### src/rtl/spi_prog_master.sv
// SPI mode-0 initiator: one start pulse sends one NUM_BITS word LSB first,
// framed by an active-low CS, with every output driven straight from a register.
module spi_prog_master #(
  parameter int NUM_BITS = 58,
  parameter int CLK_DIV  = 2
) (
  input  logic                clk,
  input  logic                reset,
  input  logic                start,
  input  logic [NUM_BITS-1:0] data_in,
  output logic                busy,
  output logic                done,
  output logic                SCLK,
  output logic                SDI,
  output logic                CS
);

  localparam int PH_W  = (CLK_DIV > 1) ? $clog2(CLK_DIV) : 1;
  localparam int BIT_W = (NUM_BITS > 1) ? $clog2(NUM_BITS) : 1;
  localparam logic [PH_W-1:0]  PH_LAST  = PH_W'(CLK_DIV - 1);
  localparam logic [PH_W-1:0]  PH_ONE   = PH_W'(1);
  localparam logic [BIT_W-1:0] BIT_LAST = BIT_W'(NUM_BITS - 1);
  localparam logic [BIT_W-1:0] BIT_ONE  = BIT_W'(1);

  typedef enum logic [2:0] {IDLE, SETUP, HIGH, LOW, HOLD, GAP} state_t;

  state_t              state, state_nxt;
  logic [PH_W-1:0]     phase, phase_nxt;
  logic [BIT_W-1:0]    bitcnt, bitcnt_nxt;
  logic [NUM_BITS-1:0] shreg, shreg_nxt, shreg_shift;
  logic                busy_nxt, done_nxt, sclk_nxt, sdi_nxt, cs_nxt;
  logic                phase_end;

  assign phase_end   = (phase == PH_LAST);
  assign shreg_shift = shreg >> 1;

  always_comb begin
    state_nxt  = state;
    phase_nxt  = phase;
    bitcnt_nxt = bitcnt;
    shreg_nxt  = shreg;
    busy_nxt   = busy;
    done_nxt   = 1'b0;
    sclk_nxt   = SCLK;
    sdi_nxt    = SDI;
    cs_nxt     = CS;
    case (state)
      IDLE: begin
        if (start) begin
          state_nxt  = SETUP;
          shreg_nxt  = data_in;
          sdi_nxt    = data_in[0];
          cs_nxt     = 1'b0;
          busy_nxt   = 1'b1;
          phase_nxt  = '0;
          bitcnt_nxt = '0;
        end
      end
      SETUP: begin
        if (phase_end) begin
          state_nxt = HIGH;
          sclk_nxt  = 1'b1;
          phase_nxt = '0;
        end else begin
          phase_nxt = phase + PH_ONE;
        end
      end
      HIGH: begin
        // SDI moves only on the falling SCLK edge, a full half-period before the next rise
        if (phase_end) begin
          phase_nxt = '0;
          sclk_nxt  = 1'b0;
          if (bitcnt == BIT_LAST) begin
            state_nxt = HOLD;
          end else begin
            state_nxt = LOW;
            shreg_nxt = shreg_shift;
            sdi_nxt   = shreg_shift[0];
          end
        end else begin
          phase_nxt = phase + PH_ONE;
        end
      end
      LOW: begin
        if (phase_end) begin
          state_nxt  = HIGH;
          sclk_nxt   = 1'b1;
          bitcnt_nxt = bitcnt + BIT_ONE;
          phase_nxt  = '0;
        end else begin
          phase_nxt = phase + PH_ONE;
        end
      end
      HOLD: begin
        if (phase_end) begin
          state_nxt = GAP;
          cs_nxt    = 1'b1;
          sdi_nxt   = 1'b0;
          phase_nxt = '0;
        end else begin
          phase_nxt = phase + PH_ONE;
        end
      end
      GAP: begin
        if (phase_end) begin
          state_nxt = IDLE;
          done_nxt  = 1'b1;
          busy_nxt  = 1'b0;
          phase_nxt = '0;
        end else begin
          phase_nxt = phase + PH_ONE;
        end
      end
      default: state_nxt = IDLE;
    endcase
  end

  always_ff @(posedge clk or negedge reset) begin
    if (!reset) begin
      state  <= IDLE;
      phase  <= '0;
      bitcnt <= '0;
      busy   <= 1'b0;
      done   <= 1'b0;
      SCLK   <= 1'b0;
      SDI    <= 1'b0;
      CS     <= 1'b1;
    end else begin
      state  <= state_nxt;
      phase  <= phase_nxt;
      bitcnt <= bitcnt_nxt;
      busy   <= busy_nxt;
      done   <= done_nxt;
      SCLK   <= sclk_nxt;
      SDI    <= sdi_nxt;
      CS     <= cs_nxt;
    end
  end

  // The word register is pure data and is always loaded before use, so it has no reset
  always_ff @(posedge clk) begin
    shreg <= shreg_nxt;
  end

endmodule

### config.mk
export PLATFORM = sky130hd
export DESIGN_NAME = spi_prog_master
export DESIGN_NICKNAME = d
export VERILOG_FILES = /design/src/rtl/spi_prog_master.sv
export SDC_FILE = /design/constraint.sdc
export NUM_CORES = 1
export LEC_CHECK = 0
export ABC_CLOCK_PERIOD_IN_PS = 4500
export CORE_ASPECT_RATIO = 0.75
export CORE_MARGIN = 2
export CORE_UTILIZATION = 55
export CTS_CLUSTER_SIZE = 16
export DETAILED_ROUTE_END_ITERATION = 12
export GPL_ROUTABILITY_DRIVEN = 0
export PLACE_DENSITY = 0.95
export SLEW_MARGIN = 20
export SYNTH_ARGS = -nofsm -noshare
export SYNTH_HDL_FRONTEND = slang
export SYNTH_SLANG_ARGS = --single-unit
### constraint.sdc
create_clock -name clk -period 4.5 [get_ports clk]
set_input_delay 0.9 -clock clk [delete_from_list [all_inputs] [get_ports clk]]
set_output_delay 0.9 -clock clk [all_outputs]
set_load 0.005 [all_outputs]
After elaboration in Yosys (flattened, before gate mapping)
Index checks and enable logic that the tools add are counted.

Add/sub/neg operators: 2. Equality and inequality tests: 13. Mux-type cells: 29. Reductions and logical operators: 18.

Operators with widths (count): two-way mux 58 bit (3); case mux 58 bit (2 select lines) (1); two-way mux 3 bit (6); case mux 3 bit (5 select lines) (1); two-way mux 6 bit (2); != test 2 bit, second input constant (6); case mux 6 bit (2 select lines) (1); AND reduction 3 bit (4); nonzero test 2 bit (6); two-way mux 1 bit (10); AND reduction 5 bit (2); case mux 1 bit (2 select lines) (4); adder 6 x 1 -> 6 bit, second input constant (1); equality test 3 x 2 -> 1 bit, second input constant (2); equality test 3 bit, second input constant (2); equality test 6 bit, second input constant (1); OR reduction 5 bit (1); AND reduction 4 bit (1); equality test 3 x 1 -> 1 bit, second input constant (1); logical NOT 3 bit (1); case mux 1 bit (3 select lines) (1); nonzero test 3 bit (1); != test 2 x 1 -> 1 bit, second input constant (1); AND reduction 2 bit (1); 2 further kinds (2).

Flip-flop bits (word level): 73. Input port bits: 61. Output and inout bits: 5. Word-level logic and storage cells: 71.

Depth between registers and ports, before layout
Gate-level depths: netlist of the first run.

Word-level depth: 4. Depth in mapped cells: 6. Mapped depth without buffers: 6.

Least setup slack after synthesis of the first run
No wires, ideal clock.

Path kind: in2reg. Start point: input port start. End point: register shreg[10], enable pin. Library setup time: 421 ps. Arrival: 2434 ps. Data required time: 4079 ps. Slack: 1645 ps. Stages: 3. Path buffers: 0. Cell sequence: inv_1 > o22ai_1 > and2_1.

Cells in the longest elaborated chain, start to end: 2.

RTL lines: start: declaration (line 9) `input logic start,`; != test 2 bit (no source line); AND reduction 4 bit (no source line); end signal: assignment (line 142) `shreg <= shreg_nxt;`; end: declaration (line 30) `logic [NUM_BITS-1:0] shreg, shreg_nxt, shreg_shift;`.

No other way between the ends. A chain may end at the register's enable or synchronous reset.

Worst setup path in the final report of the first run
Start point: input port start. End point: register shreg[56], enable pin.

The elaborated chain is that of the path after synthesis.

==> flow_summary.yaml, run 1 <==
power:
  p_comb_share_pct: 30.1
  power_leakage_uw: 0.00145
  p_clk_share_pct: 20.2
  irDropWorstVdd_mv: 0.363
  p_sw_share_pct: 26.8
  internal_power_uw: 1930
  power.share.sequential_pct: 49.7
  powerDensity_mw_per_mm2: 637
  p_sw_uw: 708
  p_total_uw: 2640
global_routing:
  grt_max_degree: 58
  track_usage_pct: 19.8
  grt_pass1_vias: 2008
  grt_overflow: 0
  grt_pass1_wl_um: 9650
  grt_antenna_before_repair: 0
setup_path:
  slowest_stage: "and2_2"
  reg2reg_depth: 7
  rr_startpoint: "bitcnt[1]$_DFFE_PN0P_"
  crit_path_end_kind: "flip-flop"
  path_buf_inv: 3
  path_max_fanout: 31
  startpoint: "start"
  required_ns: 4.50
  worstPathArrival_ns: 2.72
  start_kind: "primary input"
  worstPathCellList: "clkdlybuf4s50_1 > inv_1 > o22ai_1 > and2_2 > buf_4"
  path_delay_family: "buffers and inverters"
  crit_type: "in2reg"
  cp_slowest_stage_delay_ns: 0.57
  cp.depth: 5
clock_network:
  root_buffer: "clkbuf_8"
  clk_path_buf_depth: 2
  cts_setup_buffers: 0
  h-tree-depth: 3
  clkSinkCount: 72
  cts_tree: "built"
  postCtsHoldBufs: 0
  clk_pin_slew_ns: 0.07
  cts_inserted_buffers: 9
  cts_resized: 0
  clk-insertion-delay-late_ns: 0.34
floorplanning:
  rows: 24
  core_mm2: 0.00577
  fp.dieW_um: 92.9
  die_area_mm2: 0.00656
  die-height_um: 70.7
  top_level_ports: 66
  start_util_pct: 56.5
synth:
  synthArstFlopShare_pct: 20.8
  yosys_warnings: 0
  synth.avg_cell_area_um2: 15.5
  syn_area_mm2: 0.00326
  synth-main-ff-cell: "edfxtp_1"
  yosys.area_share.xor_xnor_pct: 1.07
  synthMuxAreaShare_pct: 21.0
  synth_compound_area_share_pct: 5.30
  yosysTopAreaCell: "edfxtp_1"
  yosys.area_share.adder_pct: 0.768
  synth_area_leaders: "edfxtp_1 (53%), mux2_2 (21%), dfrtp_1 (11%)"
  syn_nets: 273
  ys_ff_latch: 72
  yosysUniqueCellTypes: 31
  synth_enable_flop_cells: 57
  synth_top_area_share_pct: 52.5
  netlist_instances: 210
  synth-simple-area-share_pct: 4.30
  ys_seq_area_share_pct: 64.1
  synth_top_family_by_area: "multiplexers"
final_layout:
  layout_commonest_cell: "clkdlybuf4s50_1"
  synthToLayoutAreaGrowth_pct: 26.9
  nets: 339
  diodes: 0
  nFillCells: 368
  final_area_mm2: 0.00414
  seqCellArea_mm2: 0.00209
  final_cell_mix: "clkdlybuf4s50_1 (65), mux2_2 (60), edfxtp_1 (57)"
  multi_input_area_mm2: 0.00107
  drive_gt1_share_pct: 28.1
outcome:
  status: "completed"
worst_hold_path:
  hp-class: "reg2reg"
  hold_start: "SCLK$_DFFE_PN0P_"
  hold_depth: 2
timing:
  rsz0062_at_grt: "no"
  final-setup-viol-count: 0
  worst_pin_slew_ns: 0.750
  clock_skew_ns: 0.00877
  fmax_mhz: 368
  slew_viol_final: 0
  finalHoldViolations: 0
  tns_ns: 0
  slew_headroom_pct: 50.0
  post-route-period-util_pct: 60.4
  min_period_ns: 2.72
placement:
  place_area_mm2: 0.00393
  dpl.hpwl_um: 4080
  port_buffers: 65
routing:
  ant_nets: 0
  drtIter0Drc: 122
  via_per_inst: 5.37
  wl_per_cell_um: 16.6
  drcViolationCount: 0
  drtPass1Iterations: 4
  vias: 1927
  wl_um: 5980
run:
  max_cap_violations: 0
==> path summary, 6_finish.rpt <==
check,to,slack [ns]
setup / recovery,shreg[56]$_DFFE_PP_,1.78
max in group asynchronous,state[1]$_DFFE_PN0P_,3.11
setup reg to reg,shreg[56]$_DFFE_PP_,2.05
hold / removal,SCLK$_DFFE_PN0P_,0.49
hold reg to reg,SCLK$_DFFE_PN0P_,0.49
min in group asynchronous,bitcnt[3]$_DFFE_PN0P_,0.96
==> synth_stat cells, types with 2 or more instances <==
library cell  count
nand3_1           5
a211oi_1          2
inv_1             4
nor2_1           12
ha_1              2
buf_2             3
mux2_2           60
xnor2_1           4
dfrtp_1          14
buf_6             5
a21oi_1           5
nand2_1           7
o21ai_0           8
o22ai_1           3
buf_4             3
edfxtp_1         57
nor2b_1           2
==> power groups by stage <==
stage	combinational (uW)	clock [uW]	sequential, uW
after floorplan	674	0	1250
after global placement	759	0	1300
after detailed placement	794	0	1320
after CTS	800	546	1310
after global routing	870	572	1340
final	794	531	1310
==> layer usage <==
layer,part of all wire [%],up-vias,global-route usage (%)
li1,-,919,-
met1,43,943,24.4
met2,51,57,33.9
met3,4.5,8,5.64
met4,1.7,0,7.03
met5,0,-,0
==> metrics by stage <==
step | setup WS (ns) | instances | hold WS (ns) | util [%]
2_1_floorplan | 1.64 | 210 | 0.472 | -
3_3_place_gp | 1.52 | 343 | 0.470 | 68.2
3_5_place_dp | 1.44 | 343 | 0.479 | 68.2
4_1_cts | 1.77 | 359 | 0.497 | 71.7
5_1_grt | 1.65 | 359 | 0.536 | 71.7
6_report | 1.78 | 359 | 0.487 | 71.7
==> worst min-delay path, cell delays in order (launching register included) <==
cell     delay (ns)
dfrtp_1        0.34
nand2_1        0.05
o21ai_0        0.06
==> state kept, by name, summed over array words and instances (netlist names) <==
register  flops
phase         1
SDI           1
done          1
busy          1
shreg        57
CS            1
state         3
SCLK          1
bitcnt        6
==> final cells by class <==
class	instances	share of cell area [%]
inverter	4	0.363
multi-input combinational	122	25.8
clock inverter	4	1.66
timing repair buffer	67	16.1
sequential	72	50.5
clock buffer	12	3.27
tap	78	2.36
==> kinds of logic after synthesis <==
family | Yosys count
buf+inv | 16
mux | 61
compound gates | 25
xor+xnor | 4
flops | 72
simple gates | 30
fa+ha+maj | 2
Note: power is estimated with default switching activity, not from simulation.
==> run 2, diff against run 1 <==
--- a/config.mk
+++ b/config.mk
@@ -5,14 +5,14 @@
 export SDC_FILE = /design/constraint.sdc
 export NUM_CORES = 1
 export LEC_CHECK = 0
-export ABC_CLOCK_PERIOD_IN_PS = 4500
+export ABC_CLOCK_PERIOD_IN_PS = 2200
 export CORE_ASPECT_RATIO = 0.75
 export CORE_MARGIN = 2
-export CORE_UTILIZATION = 55
+export CORE_UTILIZATION = 46
 export CTS_CLUSTER_SIZE = 16
 export DETAILED_ROUTE_END_ITERATION = 12
 export GPL_ROUTABILITY_DRIVEN = 0
-export PLACE_DENSITY = 0.95
+export PLACE_DENSITY = 0.87
 export SLEW_MARGIN = 20
 export SYNTH_ARGS = -nofsm -noshare
 export SYNTH_HDL_FRONTEND = slang
==> constraint.sdc (replaced) <==
create_clock -name clk -period 2.2 [get_ports clk]
set_input_delay 0.44 -clock clk [delete_from_list [all_inputs] [get_ports clk]]
set_output_delay 0.44 -clock clk [all_outputs]
set_load 0.005 [all_outputs]
==> flow_summary.yaml, run 2 (synthesis gave the netlist of run 1 again) <==
setup_path:
  rrSetupSlack_ns: 0.28
  crit_path_end_kind: "flip-flop"
  path_buf_inv: 2
  worstPathArrival_ns: 2.00
  worstPathCellList: "inv_1 > ha_1 > nand4_1 > nor2_1 > o22ai_1 > and2_2 > buf_12"
  rr_startpoint: "bitcnt[1]$_DFFE_PN0P_"
  slowest_stage: "dfrtp_1"
  path_delay_family: "simple AND/OR/NAND/NOR gates"
  start_kind: "flip-flop"
  path_max_fanout: 32
  reg2reg_depth: 7
  required_ns: 2.28
  crit_type: "reg2reg"
  cp_slowest_stage_delay_ns: 0.42
  r2r_end: "shreg[43]$_DFFE_PP_"
final_layout:
  drive_gt1_share_pct: 30.7
  largest_reg_flops: 57
  final_area_mm2: 0.00426
  largestRegisters: "shreg: 57 flops, bitcnt: 6 flops, state: 3 flops"
  largest_register: "shreg"
  synthToLayoutAreaGrowth_pct: 30.8
  final_cell_mix: "clkdlybuf4s50_1 (65), mux2_2 (60), edfxtp_1 (57)"
  final_util_pct: 62.4
  nets: 346
  layout_commonest_cell: "clkdlybuf4s50_1"
  diodes: 0
clock_network:
  h-tree-depth: 3
  clk_pin_slew_ns: 0.08
  clkSinkCount: 72
  clk-insertion-delay-late_ns: 0.34
  root_buffer: "clkbuf_8"
  cts_tree: "built"
  cts_setup_buffers: 0
  cts_inserted_buffers: 9
  postCtsHoldBufs: 0
  cts_resized: 0
  clk_path_buf_depth: 2
routing:
  via_per_inst: 5.19
  drtIter0Drc: 84
  drcViolationCount: 0
  ant_nets: 0
  wl_um: 5770
  vias: 1926
  drtPass1Iterations: 4
  wl_per_cell_um: 15.6
power:
  p_sw_uw: 1460
  p_clk_share_pct: 21.9
  power.share.sequential_pct: 47.7
  p_comb_share_pct: 30.5
  powerDensity_mw_per_mm2: 1310
  p_sw_share_pct: 26.1
  irDropWorstVdd_mv: 0.650
  p_total_uw: 5570
  power_leakage_uw: 0.00150
  internal_power_uw: 4120
timing:
  slew_viol_final: 0
  post-route-period-util_pct: 87.3
  min_period_ns: 1.92
  rsz0062_at_grt: "no"
  whs_ns: 0.489
  finalHoldViolations: 0
  fmax_mhz: 520
  tns_ns: 0
  clock_skew_ns: 0.00993
  slew_headroom_pct: 55.4
  worst_pin_slew_ns: 0.667
  final-setup-viol-count: 0
floorplanning:
  core_mm2: 0.00683
  fp.dieW_um: 101
  rows: 26
  start_util_pct: 47.7
  top_level_ports: 66
  die-height_um: 76.9
  die_area_mm2: 0.00778
global_routing:
  grt_pass1_vias: 1967
  grt_pass1_wl_um: 9380
  grt_overflow: 0
  grt_antenna_before_repair: 0
  grt_max_degree: 58
  track_usage_pct: 16.1
worst_hold_path:
  hold-path-endpoint: "SCLK$_DFFE_PN0P_"
  hp-class: "reg2reg"
  hold_start: "SCLK$_DFFE_PN0P_"
  hold_depth: 2
run:
  max_cap_violations: 0
outcome:
  status: "completed"
placement:
  dpl.hpwl_um: 3890
  place_area_mm2: 0.00403
  port_buffers: 65
==> run 2: cell types whose count changed in the layout (fill, tap and decap cells not counted), sizes merged <==
| cell | previous run | this run |
|---|---|---|
| clkinv | 2 | 1 |
| bufinv | 2 | 3 |
| buf | 2 | 9 |
| clkinvlp | 0 | 2 |
| clkbuf | 12 | 9 |
==> run 2: how the worst max path moves through the flow <==
stage	from	to	slack, ns	cells past startpoint
floorplan	bitcnt[0]$_DFFE_PN0P_	shreg[10]$_DFFE_PP_	0.15	5
global placement	start	bitcnt[5]$_DFFE_PN0P_	0.15	5
detailed placement	start	bitcnt[5]$_DFFE_PN0P_	0.08	5
CTS	bitcnt[1]$_DFFE_PN0P_	shreg[47]$_DFFE_PP_	0.29	7
global route	bitcnt[1]$_DFFE_PN0P_	shreg[44]$_DFFE_PP_	0.16	7
finish	bitcnt[1]$_DFFE_PN0P_	shreg[43]$_DFFE_PP_	0.28	7
==> run 2: metal layers <==
layer	global-route usage [%]	part of all wire [%]
met2	25.2	47
met1	20.5	45
met4	6.49	1.8
met3	5.29	5.4
met5	0	0
==> run 2: area by class of cell <==
class / instances / area (um2)
sequential: 72 / 2090
clock buffer: 9 / 124
multi-input combinational: 122 / 1070
timing repair buffer: 74 / 756
tap: 84 / 105
fill: 508 / 2570
clock inverter: 6 / 109
inverter: 4 / 15.0
==> run 2: worst reg2reg max path: cells and delay by family, from the launching register on <==
family | cells | cell delay [ns]
AO/OA/AOI/OAI | 1 | 0.14
adder cells (fa/ha/maj) | 1 | 0.13
buffers and inverters | 2 | 0.26
flip-flops | 1 | 0.42
AND/OR/NAND/NOR | 3 | 0.70
==> run 2: stage by stage <==
stage / setup WS, ns / cells
2_1_floorplan: 0.149 / 210
3_3_place_gp: 0.150 / 356
3_5_place_dp: 0.0800 / 356
4_1_cts: 0.286 / 371
5_1_grt: 0.162 / 371
6_report: 0.279 / 371
==> run 2: power groups by stage <==
| stage | Clock [uW] | Combinational (uW) | Sequential [uW] |
|---|---|---|---|
| final | 1220 | 1700 | 2660 |
| after floorplan | 0 | 1380 | 2550 |
| after global placement | 0 | 1660 | 2650 |
| after CTS | 1260 | 1720 | 2660 |
| after global routing | 1320 | 1850 | 2730 |
| after detailed placement | 0 | 1710 | 2680 |
==> run 3, diff against run 2 <==
--- a/config.mk
+++ b/config.mk
@@ -5,7 +5,7 @@
 export SDC_FILE = /design/constraint.sdc
 export NUM_CORES = 1
 export LEC_CHECK = 0
-export ABC_CLOCK_PERIOD_IN_PS = 2200
+export ABC_CLOCK_PERIOD_IN_PS = 1600
 export CORE_ASPECT_RATIO = 0.75
 export CORE_MARGIN = 2
 export CORE_UTILIZATION = 46
@@ -13,7 +13,7 @@
 export DETAILED_ROUTE_END_ITERATION = 12
 export GPL_ROUTABILITY_DRIVEN = 0
 export PLACE_DENSITY = 0.87
-export SLEW_MARGIN = 20
+export SLEW_MARGIN = 25
 export SYNTH_ARGS = -nofsm -noshare
 export SYNTH_HDL_FRONTEND = slang
 export SYNTH_SLANG_ARGS = --single-unit
==> constraint.sdc (replaced) <==
create_clock -name clk -period 1.6 [get_ports clk]
set_input_delay 0.32 -clock clk [delete_from_list [all_inputs] [get_ports clk]]
set_output_delay 0.32 -clock clk [all_outputs]
set_load 0.005 [all_outputs]
==> flow_summary.yaml, run 3 (synthesis gave the netlist of run 1 again) <==
clock_network:
  clk_pin_slew_ns: 0.08
  cts_inserted_buffers: 9
  root_buffer: "clkbuf_8"
  clkSinkCount: 72
  postCtsHoldBufs: 0
  h-tree-depth: 3
  clk_path_buf_depth: 2
  cts_tree: "built"
  clk-insertion-delay-late_ns: 0.34
routing:
  vias: 2167
  drtPass1Iterations: 4
  ant_nets: 0
  drcViolationCount: 0
  wl_per_cell_um: 19.0
  drtIter0Drc: 109
  via_per_inst: 5.44
  wl_um: 7550
floorplanning:
  rows: 26
  core_mm2: 0.00683
  top_level_ports: 66
  fp.dieW_um: 101
  die-height_um: 76.9
  start_util_pct: 47.7
  die_area_mm2: 0.00778
timing:
  slew_viol_final: 0
  fmax_mhz: 599
  post-route-period-util_pct: 104
  finalHoldViolations: 0
  final-setup-viol-count: 71
  setup_slack_ns: -0.0704
  worst_pin_slew_ns: 0.268
  rsz0062_at_grt: "yes"
  min_period_ns: 1.67
  clock_skew_ns: 0.0147
  slew_headroom_pct: 82.0
setup_path:
  worstPathCellList: "inv_2 > ha_4 > nand4_1 > nor2_4 > o22ai_2 > and2_4 > clkbuf_16"
  crit_path_end_kind: "flip-flop"
  path_max_fanout: 11
  slowest_stage: "dfrtp_1"
  required_ns: 1.70
  crit_type: "reg2reg"
  cp_slowest_stage_delay_ns: 0.39
  worstPathArrival_ns: 1.77
  start_kind: "flip-flop"
power:
  p_total_uw: 8950
  p_sw_uw: 2560
  power.share.sequential_pct: 41.5
  p_clk_share_pct: 16.0
  power_leakage_uw: 0.00184
  irDropWorstVdd_mv: 0.977
  powerDensity_mw_per_mm2: 1880
  p_comb_share_pct: 42.6
  p_sw_share_pct: 28.6
  internal_power_uw: 6390
final_layout:
  nets: 372
  final_util_pct: 69.8
  drive_gt1_share_pct: 40.8
  final_cell_mix: "clkdlybuf4s50_1 (64), edfxtp_1 (57), mux2_4 (36)"
  largest_register: "shreg"
  synthToLayoutAreaGrowth_pct: 46.3
  largest_reg_flops: 57
  largestRegisters: "shreg: 57 flops, bitcnt: 6 flops, state: 3 flops"
  layout_commonest_cell: "clkdlybuf4s50_1"
  diodes: 0
  final_area_mm2: 0.00477
outcome:
  status: "finished with violations"
  violations: "setup timing"
global_routing:
  grt_pass1_vias: 2205
  track_usage_pct: 17.8
  grt_overflow: 0
  grt_antenna_before_repair: 0
  top_usage_layer: "met2"
  grt_max_degree: 23
  grt_use_met2_pct: 29.7
  use_met1_pct: 21.8
  grt_pass1_wl_um: 10500
  met3_usage_pct: 4.92
placement:
  place_area_mm2: 0.00418
  dpl.hpwl_um: 4290
  port_buffers: 65
worst_hold_path:
  hp-class: "in2async"
run:
  max_cap_violations: 0
-- run 3: cell count changes in the layout (fill, tap and decap cells not counted), moves of 2 or more --
| cell | delta |
|---|---|
| mux2_2 | -36 |
| mux2_4 | +36 |
| buf_4 | +15 |
| clkbuf_16 | +5 |
| dfrtp_1 | -4 |
| dfrtp_2 | +4 |
| buf_12 | +2 |
| buf_16 | +2 |
| buf_6 | +2 |
| bufinv_16 | -2 |
| clkinv_4 | +2 |
-- run 3: final cells by class --
| class | instances | area, um2 |
|---|---|---|
| clock buffers | 10 | 128 |
| clock inverters | 6 | 68.8 |
| inverters | 4 | 15.0 |
| fillers | 424 | 2060 |
| repair buffers | 100 | 1110 |
| well taps | 84 | 105 |
| multi-input cells | 122 | 1250 |
| flip-flops and latches | 72 | 2090 |
-- run 3: power groups by stage --
stage	Clock [uW]	Sequential (uW)	Combinational (uW)
4_1_cts	1450	3630	2910
3_5_place_dp	0	3650	2610
2_1_floorplan	0	3500	1940
6_report	1430	3710	3810
5_1_grt	1540	3790	4010
3_3_place_gp	0	3600	2500
-- run 3: timing repair --
item,CTS,global route
gates cloned,1,5
buffers inserted,3,0
endpoints found under the setup margin,118,116
pin swaps,1,2
gates resized for setup,12,45
-- run 3: worst max-delay path: cells and delay by family (launching register included) --
kind	cells	cell delay (ns)
AO/OA/AOI/OAI	1	0.09
adder cells (fa/ha/maj)	1	0.13
buffers and inverters	2	0.27
flip-flops	1	0.39
AND/OR/NAND/NOR	3	0.55
-- run 3: layer usage --
metal  part of all wire (%)  up-vias  wire length [um]
met5                      0        -                 0
met4                    2.5        0               191
met3                    5.2       16               395
met2                     49       84              3720
met1                     43     1081              3250
li1                       -      986                 -
-- run 3: final timing paths --
kind	startpoint	end	slack [ns]	depth (start not counted)
worst min-delay path	reset	state[2]$_DFFE_PN0P_	0.30	2
max in group asynchronous	reset	CS$_DFFE_PN1P_	1.06	2
worst max register to register	bitcnt[1]$_DFFE_PN0P_	shreg[6]$_DFFE_PP_	-0.07	7
worst min register to register	SCLK$_DFFE_PN0P_	SCLK$_DFFE_PN0P_	0.50	2
worst max-delay path	bitcnt[1]$_DFFE_PN0P_	shreg[6]$_DFFE_PP_	-0.07	7
min in group clk	SCLK$_DFFE_PN0P_	SCLK$_DFFE_PN0P_	0.50	2
-- run 3: through the flow --
step                      setup slack [ns]  TNS, ns  std cells  hold WS [ns]
after global routing                -0.101    -6.37        398         0.310
after floorplan                     -0.121    -6.91        210        0.0244
final                              -0.0704    -3.18        398         0.296
after CTS                          -0.0449    -1.97        393         0.292
after global placement              -0.315   -13.24        373         0.481
after detailed placement            -0.364   -14.89        373         0.483
